**src/rtl/operand_fetch_queue_if.sv**
```systemverilog
// Bus bundle for operand_fetch_queue: instruction input side and decoded-operand output side.
// Handshake: a transfer happens on a rising edge where valid and ready are both 1; valid never waits on ready.
interface operand_fetch_queue_if #(
  parameter int DATA_W = 32
);
  logic              in_valid;
  logic              in_ready;
  logic [31:0]       instruction;
  logic [DATA_W-1:0] pc;
  logic              isret;
  logic              isst;
  logic              out_valid;
  logic              out_ready;
  logic [4:0]        opcode;
  logic              imm_flag;
  logic [3:0]        rd;
  logic [DATA_W-1:0] immx;
  logic [DATA_W-1:0] branch_target;
  logic [DATA_W-1:0] op1;
  logic [DATA_W-1:0] op2;

  modport master (
    output in_valid, instruction, pc, isret, isst, out_ready,
    input  in_ready, out_valid, opcode, imm_flag, rd, immx, branch_target, op1, op2
  );

  modport slave (
    input  in_valid, instruction, pc, isret, isst, out_ready,
    output in_ready, out_valid, opcode, imm_flag, rd, immx, branch_target, op1, op2
  );
endinterface

```
**src/rtl/operand_fetch_queue.sv**
```systemverilog
// Operand-fetch stage: decode, register-file read with writeback bypass, and an output queue
// whose queued operands are patched by later writebacks.
module operand_fetch_queue #(
  parameter int DATA_W    = 32,
  parameter int OUT_DEPTH = 2,
  parameter int RET_REG   = 15,
  localparam int PW       = $clog2(OUT_DEPTH),
  localparam int CW       = $clog2(OUT_DEPTH) + 1
) (
  input  logic              clk,
  input  logic              rst_n,
  operand_fetch_queue_if.slave bus,
  input  logic              flush,
  input  logic              wb_en,
  input  logic [3:0]        wb_addr,
  input  logic [DATA_W-1:0] wb_data,
  output logic [CW-1:0]     count
);

  localparam logic [3:0] RET_A = 4'(RET_REG);

  logic [DATA_W-1:0] rf [16];

  logic [PW-1:0]     wr_ptr;
  logic [PW-1:0]     rd_ptr;
  logic [4:0]        opc_q  [OUT_DEPTH];
  logic              i_q    [OUT_DEPTH];
  logic [3:0]        rd_q   [OUT_DEPTH];
  logic [3:0]        a1_q   [OUT_DEPTH];
  logic [3:0]        a2_q   [OUT_DEPTH];
  logic [DATA_W-1:0] immx_q [OUT_DEPTH];
  logic [DATA_W-1:0] bt_q   [OUT_DEPTH];
  logic [DATA_W-1:0] op1_q  [OUT_DEPTH];
  logic [DATA_W-1:0] op2_q  [OUT_DEPTH];
  logic [OUT_DEPTH-1:0] vld;

  logic [31:0]       ins;
  logic [3:0]        a1;
  logic [3:0]        a2;
  logic [DATA_W-1:0] op1_in;
  logic [DATA_W-1:0] op2_in;
  logic [DATA_W-1:0] immx_in;
  logic [DATA_W-1:0] bt_in;
  logic              full;
  logic              accept;
  logic              pop;

  assign ins    = bus.instruction;
  assign a1     = bus.isret ? RET_A : ins[21:18];
  assign a2     = bus.isst  ? ins[25:22] : ins[17:14];
  assign op1_in = (wb_en && (wb_addr == a1)) ? wb_data : rf[a1];
  assign op2_in = (wb_en && (wb_addr == a2)) ? wb_data : rf[a2];
  assign bt_in  = bus.pc + ({{(DATA_W-27){ins[26]}}, ins[26:0]} << 2);

  always_comb begin
    immx_in = '0;
    if (ins[26]) begin
      case (ins[17:16])
        2'b00:   immx_in = {{(DATA_W-16){ins[15]}}, ins[15:0]};
        2'b01:   immx_in = DATA_W'(ins[15:0]);
        2'b10:   immx_in = DATA_W'({ins[15:0], 16'h0000});
        default: immx_in = '0;
      endcase
    end
  end

  // Ready depends only on registered occupancy, so a same-cycle pop never reopens a full queue.
  assign full          = (count == CW'(OUT_DEPTH));
  assign bus.in_ready  = !full;
  assign bus.out_valid = (count != '0);
  assign accept        = bus.in_valid && !full && !flush;
  assign pop           = bus.out_valid && bus.out_ready && !flush;

  // An entry is live when its distance from the read pointer is below the occupancy.
  always_comb begin
    for (int i = 0; i < OUT_DEPTH; i++) begin
      vld[i] = ({1'b0, PW'(i) - rd_ptr} < count);
    end
  end

  always_ff @(posedge clk or negedge rst_n) begin
    if (!rst_n) begin
      for (int i = 0; i < 16; i++) rf[i] <= '0;
    end else if (wb_en) begin
      rf[wb_addr] <= wb_data;
    end
  end

  always_ff @(posedge clk or negedge rst_n) begin
    if (!rst_n) begin
      wr_ptr <= '0;
      rd_ptr <= '0;
      count  <= '0;
    end else if (flush) begin
      wr_ptr <= '0;
      rd_ptr <= '0;
      count  <= '0;
    end else begin
      if (accept) wr_ptr <= wr_ptr + PW'(1);
      if (pop)    rd_ptr <= rd_ptr + PW'(1);
      count <= count + CW'(accept) - CW'(pop);
    end
  end

  always_ff @(posedge clk or negedge rst_n) begin
    if (!rst_n) begin
      for (int i = 0; i < OUT_DEPTH; i++) begin
        opc_q[i]  <= '0;
        i_q[i]    <= 1'b0;
        rd_q[i]   <= '0;
        a1_q[i]   <= '0;
        a2_q[i]   <= '0;
        immx_q[i] <= '0;
        bt_q[i]   <= '0;
        op1_q[i]  <= '0;
        op2_q[i]  <= '0;
      end
    end else begin
      // Late writebacks refresh operands of entries already waiting, including the head.
      if (wb_en) begin
        for (int i = 0; i < OUT_DEPTH; i++) begin
          if (vld[i] && (a1_q[i] == wb_addr)) op1_q[i] <= wb_data;
          if (vld[i] && (a2_q[i] == wb_addr)) op2_q[i] <= wb_data;
        end
      end
      if (accept) begin
        opc_q[wr_ptr]  <= ins[31:27];
        i_q[wr_ptr]    <= ins[26];
        rd_q[wr_ptr]   <= ins[25:22];
        a1_q[wr_ptr]   <= a1;
        a2_q[wr_ptr]   <= a2;
        immx_q[wr_ptr] <= immx_in;
        bt_q[wr_ptr]   <= bt_in;
        op1_q[wr_ptr]  <= op1_in;
        op2_q[wr_ptr]  <= op2_in;
      end
    end
  end

  assign bus.opcode        = opc_q[rd_ptr];
  assign bus.imm_flag      = i_q[rd_ptr];
  assign bus.rd            = rd_q[rd_ptr];
  assign bus.immx          = immx_q[rd_ptr];
  assign bus.branch_target = bt_q[rd_ptr];
  assign bus.op1           = op1_q[rd_ptr];
  assign bus.op2           = op2_q[rd_ptr];

endmodule
```
**src/flat_wrapper.sv**
```systemverilog
// flat-port wrapper written by rule: the top's interface ports become plain ports
module operand_fetch_queue_flat 
#(
  parameter int DATA_W    = 32,
  parameter int OUT_DEPTH = 2,
  parameter int RET_REG   = 15,
  localparam int PW       = $clog2(OUT_DEPTH),
  localparam int CW       = $clog2(OUT_DEPTH) + 1
)
  (clk, rst_n, flush, wb_en, wb_addr, wb_data, count, bus_in_valid, bus_instruction, bus_pc, bus_isret, bus_isst, bus_out_ready, bus_in_ready, bus_out_valid, bus_opcode, bus_imm_flag, bus_rd, bus_immx, bus_branch_target, bus_op1, bus_op2);
  operand_fetch_queue_if #(.DATA_W(DATA_W)) bus_i ();
  input  logic clk;
  input  logic rst_n;
  input  logic flush;
  input  logic wb_en;
  input  logic [3:0] wb_addr;
  input  logic [DATA_W-1:0] wb_data;
  output logic [CW-1:0] count;
  input wire logic [$bits(bus_i.in_valid)-1:0] bus_in_valid;
  input wire logic [$bits(bus_i.instruction)-1:0] bus_instruction;
  input wire logic [$bits(bus_i.pc)-1:0] bus_pc;
  input wire logic [$bits(bus_i.isret)-1:0] bus_isret;
  input wire logic [$bits(bus_i.isst)-1:0] bus_isst;
  input wire logic [$bits(bus_i.out_ready)-1:0] bus_out_ready;
  output wire logic [$bits(bus_i.in_ready)-1:0] bus_in_ready;
  output wire logic [$bits(bus_i.out_valid)-1:0] bus_out_valid;
  output wire logic [$bits(bus_i.opcode)-1:0] bus_opcode;
  output wire logic [$bits(bus_i.imm_flag)-1:0] bus_imm_flag;
  output wire logic [$bits(bus_i.rd)-1:0] bus_rd;
  output wire logic [$bits(bus_i.immx)-1:0] bus_immx;
  output wire logic [$bits(bus_i.branch_target)-1:0] bus_branch_target;
  output wire logic [$bits(bus_i.op1)-1:0] bus_op1;
  output wire logic [$bits(bus_i.op2)-1:0] bus_op2;
  assign bus_i.in_valid = bus_in_valid;
  assign bus_i.instruction = bus_instruction;
  assign bus_i.pc = bus_pc;
  assign bus_i.isret = bus_isret;
  assign bus_i.isst = bus_isst;
  assign bus_i.out_ready = bus_out_ready;
  assign bus_in_ready = bus_i.in_ready;
  assign bus_out_valid = bus_i.out_valid;
  assign bus_opcode = bus_i.opcode;
  assign bus_imm_flag = bus_i.imm_flag;
  assign bus_rd = bus_i.rd;
  assign bus_immx = bus_i.immx;
  assign bus_branch_target = bus_i.branch_target;
  assign bus_op1 = bus_i.op1;
  assign bus_op2 = bus_i.op2;
  operand_fetch_queue #(.DATA_W(DATA_W), .OUT_DEPTH(OUT_DEPTH), .RET_REG(RET_REG)) u_core (.clk(clk), .rst_n(rst_n), .bus(bus_i), .flush(flush), .wb_en(wb_en), .wb_addr(wb_addr), .wb_data(wb_data), .count(count));
endmodule
```
**config.mk**
```make
export PLATFORM = sky130hd
export DESIGN_NAME = operand_fetch_queue_flat
export DESIGN_NICKNAME = d
export VERILOG_FILES = /design/src/rtl/operand_fetch_queue_if.sv /design/src/rtl/operand_fetch_queue.sv /design/src/flat_wrapper.sv
export SDC_FILE = /design/constraint.sdc
export NUM_CORES = 2
export LEC_CHECK = 0
export ABC_CLOCK_PERIOD_IN_PS = 2250
export BUFFER_PORTS_ARGS = -buffer_cell sky130_fd_sc_hd__clkbuf_2
export CAP_MARGIN = 5
export CORE_UTILIZATION = 50
export CTS_CLUSTER_SIZE = 28
export DETAILED_ROUTE_END_ITERATION = 8
export PLACE_DENSITY = 0.67
export SLEW_MARGIN = 0
export SYNTH_ARGS = -nofsm -noshare
export SYNTH_HDL_FRONTEND = slang
export SYNTH_SLANG_ARGS = --single-unit
```
**constraint.sdc**
```tcl
create_clock -name clk -period 2.25 [get_ports clk]
set_input_delay 0.45 -clock clk [delete_from_list [all_inputs] [get_ports clk]]
set_output_delay 0.45 -clock clk [all_outputs]
set_load 0.01 [all_outputs]
```
# Word-level counts from Yosys, hierarchy flattened
# Cells that the tools add are included.
[totals] romBits=0 word_cells=151 in_bits=108 ram_bits=0 regBits=808 latch_bits=0 memories=0
[classes] n_shift=0 addsub=7 div_mod_pow=0 bitwise=5 eq_ne=9 multipliers=0 order_cmp=9 n_mux=66 n_reduce_logical=18
[op_table] op="32-bit 2-to-1 mux" n=25
[op_table] op="512-bit bitwise mux" n=1
[op_table] op="32-bit binary-select mux with 4-bit select" n=2
[op_table] op="64-bit bitwise mux" n=4
[op_table] op="64-bit 2-to-1 mux" n=4
[op_table] op="32-bit demux with 4-bit select" n=1
[op_table] op="32-bit one-hot mux with 3 select lines" n=1
[op_table] op="32-bit adder" n=1
[op_table] op="32-bit demux with 1-bit select" n=1
[op_table] op="8-bit bitwise mux" n=3
[op_table] op="4-bit equality test" n=6
[op_table] op="4-bit 2-to-1 mux" n=6
[op_table] op="5-bit 2-to-1 mux" n=4
[op_table] op="5-bit >= comparator (second input constant)" n=3
[op_table] op="4-bit inverter with 5-bit output" n=3
[op_table] op="1-bit logical AND" n=12
[op_table] op="10-bit bitwise mux" n=1
[op_table] op="1-bit 2-to-1 mux" n=8
[op_table] op="2-bit nonzero test" n=3
[op_table] op="5-bit demux with 1-bit select" n=1
[op_table] op="5-bit by 1-bit less-than comparator with 1-bit output (second input constant)" n=1
[op_table] op="4-bit demux with 1-bit select" n=1
[op_table] op="2-bit equality test (second input constant)" n=2
[op_table] op="2-bit >= comparator (second input constant)" n=2
[op_table] op="other kinds (13)" n=18

# Logic depth before layout (Yosys ltp)
[depth] ltp_word=8 depth_mapped=10 depth_no_buf=10

# Least setup slack after synthesis
# Ideal clock, no wire load.
[synth_timing] kind="input to register" startpoint="input bus_pc[2]" endpoint="register u_core.bt_q[22] (netlist bit)" required_ns=2.125 stages=10 setup_slack_ns=-0.283 arrival_ns=2.408 setup_ns=0.125 path_cell_list="ha_1 inv_1 fa_1 nand2b_1 a21o_1 a31o_2 a211oi_1 a31oi_1 xnor2_1 mux2_2"
[synth_via] elab_chain_cells=2
[synth_rtl] item="from (decl)" line_no="flat_wrapper.sv:21" rtl="input wire logic [$bits(bus_i.pc)-1:0] bus_pc;"
[synth_rtl] item="32-bit adder" line_no="operand_fetch_queue.sv:53" rtl="assign bt_in = bus.pc + ({{(DATA_W-27){ins[26]}}, ins[26:0]} << 2);"
[synth_rtl] item="64-bit bitwise mux" line_no="operand_fetch_queue.sv:133" rtl="bt_q[wr_ptr] <= bt_in;"
[synth_rtl] item="to (signal, indexed assignment)" line_no="operand_fetch_queue.sv:133"
[synth_rtl] item="to (decl)" line_no="operand_fetch_queue.sv:32" rtl="logic [DATA_W-1:0] bt_q [OUT_DEPTH];"
# No other way between the ends.
# A chain may end at the register's enable or synchronous reset.

# Worst setup path in the final report
[layout_timing] startpoint="register u_core.rd_ptr" endpoint="output bus_op2[2]"
[layout_via] elab_chain_cells=4
[layout_rtl] item="from (decl)" line_no="operand_fetch_queue.sv:25" rtl="logic [PW-1:0] rd_ptr;"
[layout_rtl] item="from (signal assigned)" line_no="operand_fetch_queue.sv:100" rtl="if (pop) rd_ptr <= rd_ptr + PW'(1);"
[layout_rtl] item="1-bit inverter with 2-bit output (implied by the code)" line_no="operand_fetch_queue.sv:146" rtl="assign bus.op2 = op2_q[rd_ptr];"
[layout_rtl] item="32-bit 2-to-1 mux (implied by the code) (3 in a row)" line_no="operand_fetch_queue.sv:146"
[layout_rtl] item="to (decl)" line_no="flat_wrapper.sv:33" rtl="output wire logic [$bits(bus_i.op2)-1:0] bus_op2;"
# No other way between the ends. The select of a mux whose other input is x is not followed.

==> results.rst <==
.. list-table::
   :header-rows: 1

   * - Metric
     - Value
   * - Largest vdd supply drop
     - 870 uV
   * - Initial cell density of the core
     - 50.9%
   * - Util after Layout
     - 63.2%
   * - Half-perimeter wire length after detailed placement
     - 101000 um
   * - Arithmetic-cell share of the synthesized area counting full adders, half adders and majority gates
     - 0.936%
   * - Most common cell after layout, fill and taps aside
     - sky130_fd_sc_hd__nand2_1
   * - Pin count of the biggest net entering global routing
     - 75
   * - Critical R2R Capture
     - u_core.op2_q[24]
   * - Io pins
     - 250
   * - Clk_lat worst skew
     - 0.69 ns
   * - Result of the run
     - finished with violations
   * - Worst hold slack
     - 0.0498 ns
   * - Max Fclk
     - 0.395 GHz
   * - Endpoints failing hold
     - 0
   * - Share of synthesized area spent on multiplexers
     - 18.3%
   * - TritonCTS clock tree
     - yes
   * - Final Net Count
     - 5057
   * - PwrDens
     - 1010 mW/mm2
   * - Data required time at the worst endpoint
     - 1.80 ns
   * - Post-route cell area
     - 0.0541 mm2
   * - Growth of design area from synthesis to finish
     - 24.2%
   * - Critical path endpoint
     - bus_op2[2]
   * - Leakage
     - 24.4 nW
   * - Detailed-router iteration count before antenna repair
     - 8
   * - Combinational family with the most area after synthesis
     - multiplexers
   * - Number of maximum-capacitance constraint violations
     - 0
   * - Fin Clk Skew
     - 0.0419 ns
   * - GR met2 Demand/Resource
     - 53.3%
   * - Power consumption
     - 0.0548 W
   * - Unrepaired setup endpoints after global routing
     - yes
   * - Clock-pin transition on the worst setup and hold timing paths
     - 0.06 ns
   * - Count of clock tree sinks
     - 808
   * - Parity-gate share of the synthesized area counting xor and xnor cells
     - 1.11%
   * - Normalized max-slew margin
     - 66.5%
   * - Area of the mapped netlist
     - 0.0436 mm2
   * - Post-synthesis share of cell area spent on and, or, nand and nor gates
     - 12.8%
   * - Flip-flop cell with the highest count after synthesis
     - sky130_fd_sc_hd__dfrtp_1
   * - Synth Area in Compound Gates
     - 16.4%
   * - GR Util met1
     - 47.4%
   * - Weighted congestion reported at the end of routability-driven placement
     - 0.957
   * - Final Critical Period
     - 2.53 ns
   * - Clock root cell
     - sky130_fd_sc_hd__clkbuf_16
   * - Startpoint of the lowest-slack register-to-register path
     - u_core.count[0]
   * - H-tree level count
     - 3
   * - CP Launch Point
     - u_core.rd_ptr
   * - Startpoint class of the critical path
     - flop
   * - Cts bufs inserted
     - 88
   * - Fraction of final layout cells sized beyond drive strength 1
     - 31.9%
   * - Part of the Yosys area used for sequential elements
     - 46.4%
   * - Post-DP Area
     - 0.0502 mm2
   * - Final setup violation count
     - 138
   * - Total area of multi-input combinational cells
     - 0.0221 mm2
   * - Number of rows in the core area
     - 107
   * - Initial drt markers
     - 4095
   * - Hold crit path type
     - input pin to flop
   * - Data arrival, critical path
     - 2.08 ns
   * - Number of antenna violations at the first check in global routing
     - 16
   * - GRT Resource Usage Total
     - 34.8%
   * - Routing usage on met3
     - 6.47%
   * - Count of nets left with antenna violations after detail routing
     - 0
   * - Setup CP Type
     - flop to output pin
   * - Via count of the first global-routing pass
     - 37858
   * - Gate count after technology mapping
     - 4498
   * - Post-route DRC violation count
     - 0
   * - Worst Path Max Fanout
     - 15
   * - Share of synthesized registers carrying an async set or reset
     - 100%
   * - Number of cells traversed by the worst register-to-register path
     - 8
   * - Die extent in y
     - 297 um
   * - Peak-usage layer in the global routing report
     - met2
   * - Most frequent cells in the layout
     - sky130_fd_sc_hd__nand2_1 (1042), sky130_fd_sc_hd__dfrtp_1 (807), sky130_fd_sc_hd__mux2_2 (525)
   * - Register Area
     - 0.0202 mm2
   * - First-pass GRT wire length
     - 236000 um
   * - Max Root-Sink Buffers
     - 3
   * - Library cells used by synthesis
     - 68
   * - Synthesized netlist net count
     - 4638
   * - Pre-CTS setup slack
     - -0.570 ns
   * - Tightest Pin Transition
     - 0.498 ns
   * - Floorplan Core Area
     - 0.0857 mm2
   * - Vias per cell
     - 6.26
   * - Syn avg cell area
     - 9.69 um2
   * - Final routed wire length divided by cell count
     - 25.5 um
   * - Final critical-path setup slack
     - -0.282 ns
   * - DR vias
     - 38508
   * - Congestion Overflow GR
     - 0
   * - Full die area
     - 0.0883 mm2
   * - Number of buffers inserted by port buffering
     - 249
   * - Period utilization
     - 113%
   * - Reg2reg setup slack
     - 0.08 ns
   * - Violations in the final reports
     - setup timing
   * - Hold Crit Start
     - flush
   * - Warning count from the yosys run
     - 0
   * - Flip-flop and latch count after synthesis
     - 808
   * - Max Slew Vio Count
     - 0
   * - Critical path endpoint category
     - output pin
   * - Fillers
     - 6875
   * - Number of synthesized flops with an enable pin
     - 0
   * - Die X
     - 297 um
   * - Total detailed-routing wirelength
     - 157000 um
## area by class of cell
class	instances	share of cell area, %
clock buffer	114	4.51
antenna	14	0.0647
tap	1144	2.64
clock inverter	51	1.30
timing repair buffer	731	13.0
multi-input combinational	3247	40.8
sequential	808	37.4
inverter	41	0.284
## metrics by stage
stage                     TNS, ns  instances
after floorplan             -1.36       4498
after global placement     -37.47       5949
after detailed placement   -40.33       5949
after CTS                  -32.66       6129
after global routing       -35.13       6149
final                      -31.39       6150
## registers in the layout, indices dropped and copies added, names as in the netlist
name and cells:
u_core.op2_q 64, u_core.i_q 2, u_core.rd_ptr 1, u_core.count 2, u_core.wr_ptr 1, u_core.bt_q 64
u_core.opc_q 10, u_core.immx_q 64, u_core.rd_q 8, u_core.rf 512, u_core.op1_q 64, u_core.a1_q 8
u_core.a2_q 8
## where the power goes
part	internal, W	switching, W
logic	0.00862	0.00857
registers	0.0187	0.00294
clock network	0.00944	0.00644
## synthesized netlist by cell type, types with 23 or more instances
| cell type | count | area [um2] |
|---|---|---|
| sky130_fd_sc_hd__buf_2 | 78 | 390 |
| sky130_fd_sc_hd__ha_1 | 31 | 388 |
| sky130_fd_sc_hd__o221ai_1 | 62 | 543 |
| sky130_fd_sc_hd__nor2_1 | 72 | 270 |
| sky130_fd_sc_hd__and2_1 | 67 | 419 |
| sky130_fd_sc_hd__mux4_2 | 32 | 721 |
| sky130_fd_sc_hd__a221oi_1 | 27 | 236 |
| sky130_fd_sc_hd__xnor2_1 | 32 | 280 |
| sky130_fd_sc_hd__nand2_1 | 1050 | 3940 |
| sky130_fd_sc_hd__nand3_1 | 69 | 345 |
| sky130_fd_sc_hd__a211oi_1 | 135 | 1010 |
| sky130_fd_sc_hd__mux2_2 | 578 | 6510 |
| sky130_fd_sc_hd__dfrtp_1 | 808 | 20200 |
| sky130_fd_sc_hd__o22ai_1 | 129 | 807 |
| sky130_fd_sc_hd__o21ai_0 | 439 | 2200 |
| sky130_fd_sc_hd__clkbuf_1 | 292 | 1100 |
| sky130_fd_sc_hd__buf_1 | 27 | 101 |
| sky130_fd_sc_hd__mux2i_1 | 66 | 661 |
| sky130_fd_sc_hd__a31oi_1 | 70 | 438 |
| sky130_fd_sc_hd__nor3_1 | 40 | 200 |
| sky130_fd_sc_hd__a22oi_1 | 33 | 248 |
| sky130_fd_sc_hd__xor2_1 | 23 | 201 |
| sky130_fd_sc_hd__a221oi_2 | 39 | 586 |
| sky130_fd_sc_hd__a21oi_1 | 146 | 731 |
| sky130_fd_sc_hd__inv_1 | 40 | 150 |
## layer usage
layer  vias to the layer above  wire length, um
li1                      16903                -
met1                     18961            63200
met2                      2112            70500
met3                       530            14500
met4                         2             8600
met5                         -               15
## critical path, stage by stage, from the launching register on
cell and delay, ns:
sky130_fd_sc_hd__dfrtp_4 0.48, sky130_fd_sc_hd__buf_4 0.15, sky130_fd_sc_hd__buf_16 0.19, sky130_fd_sc_hd__mux2_2 0.42
sky130_fd_sc_hd__clkbuf_2 0.14
## cell families (layout without fill, tap and decap cells)
logic type,Yosys count,in the layout
fa+ha+maj,32,32
mux,680,680
buf+inv,443,937
other cells,0,14
simple gates,1354,1354
flops,808,808
compound gates,1126,1126
xor+xnor,55,55
## worst min path at each step
stage                       to  slack, ns  cells after the start
3_3_place_gp   u_core.bt_q[23]       0.38                      1
6_report         u_core.rd_ptr       0.05                      2
5_1_grt        u_core.count[0]       0.06                      2
4_1_cts          u_core.rd_ptr       0.04                      2
2_1_floorplan   u_core.a1_q[0]       0.15                      0
3_5_place_dp   u_core.bt_q[23]       0.38                      1
## what timing repair did
action	CTS	global route
pin swaps	0	0
resized for setup	44	105
hold buffers	8	0
gates cloned	4	5
setup endpoints to repair	138	138
hold endpoints to repair	44	0
buffers inserted	3	2
Note: power is estimated with default switching activity, not from simulation.
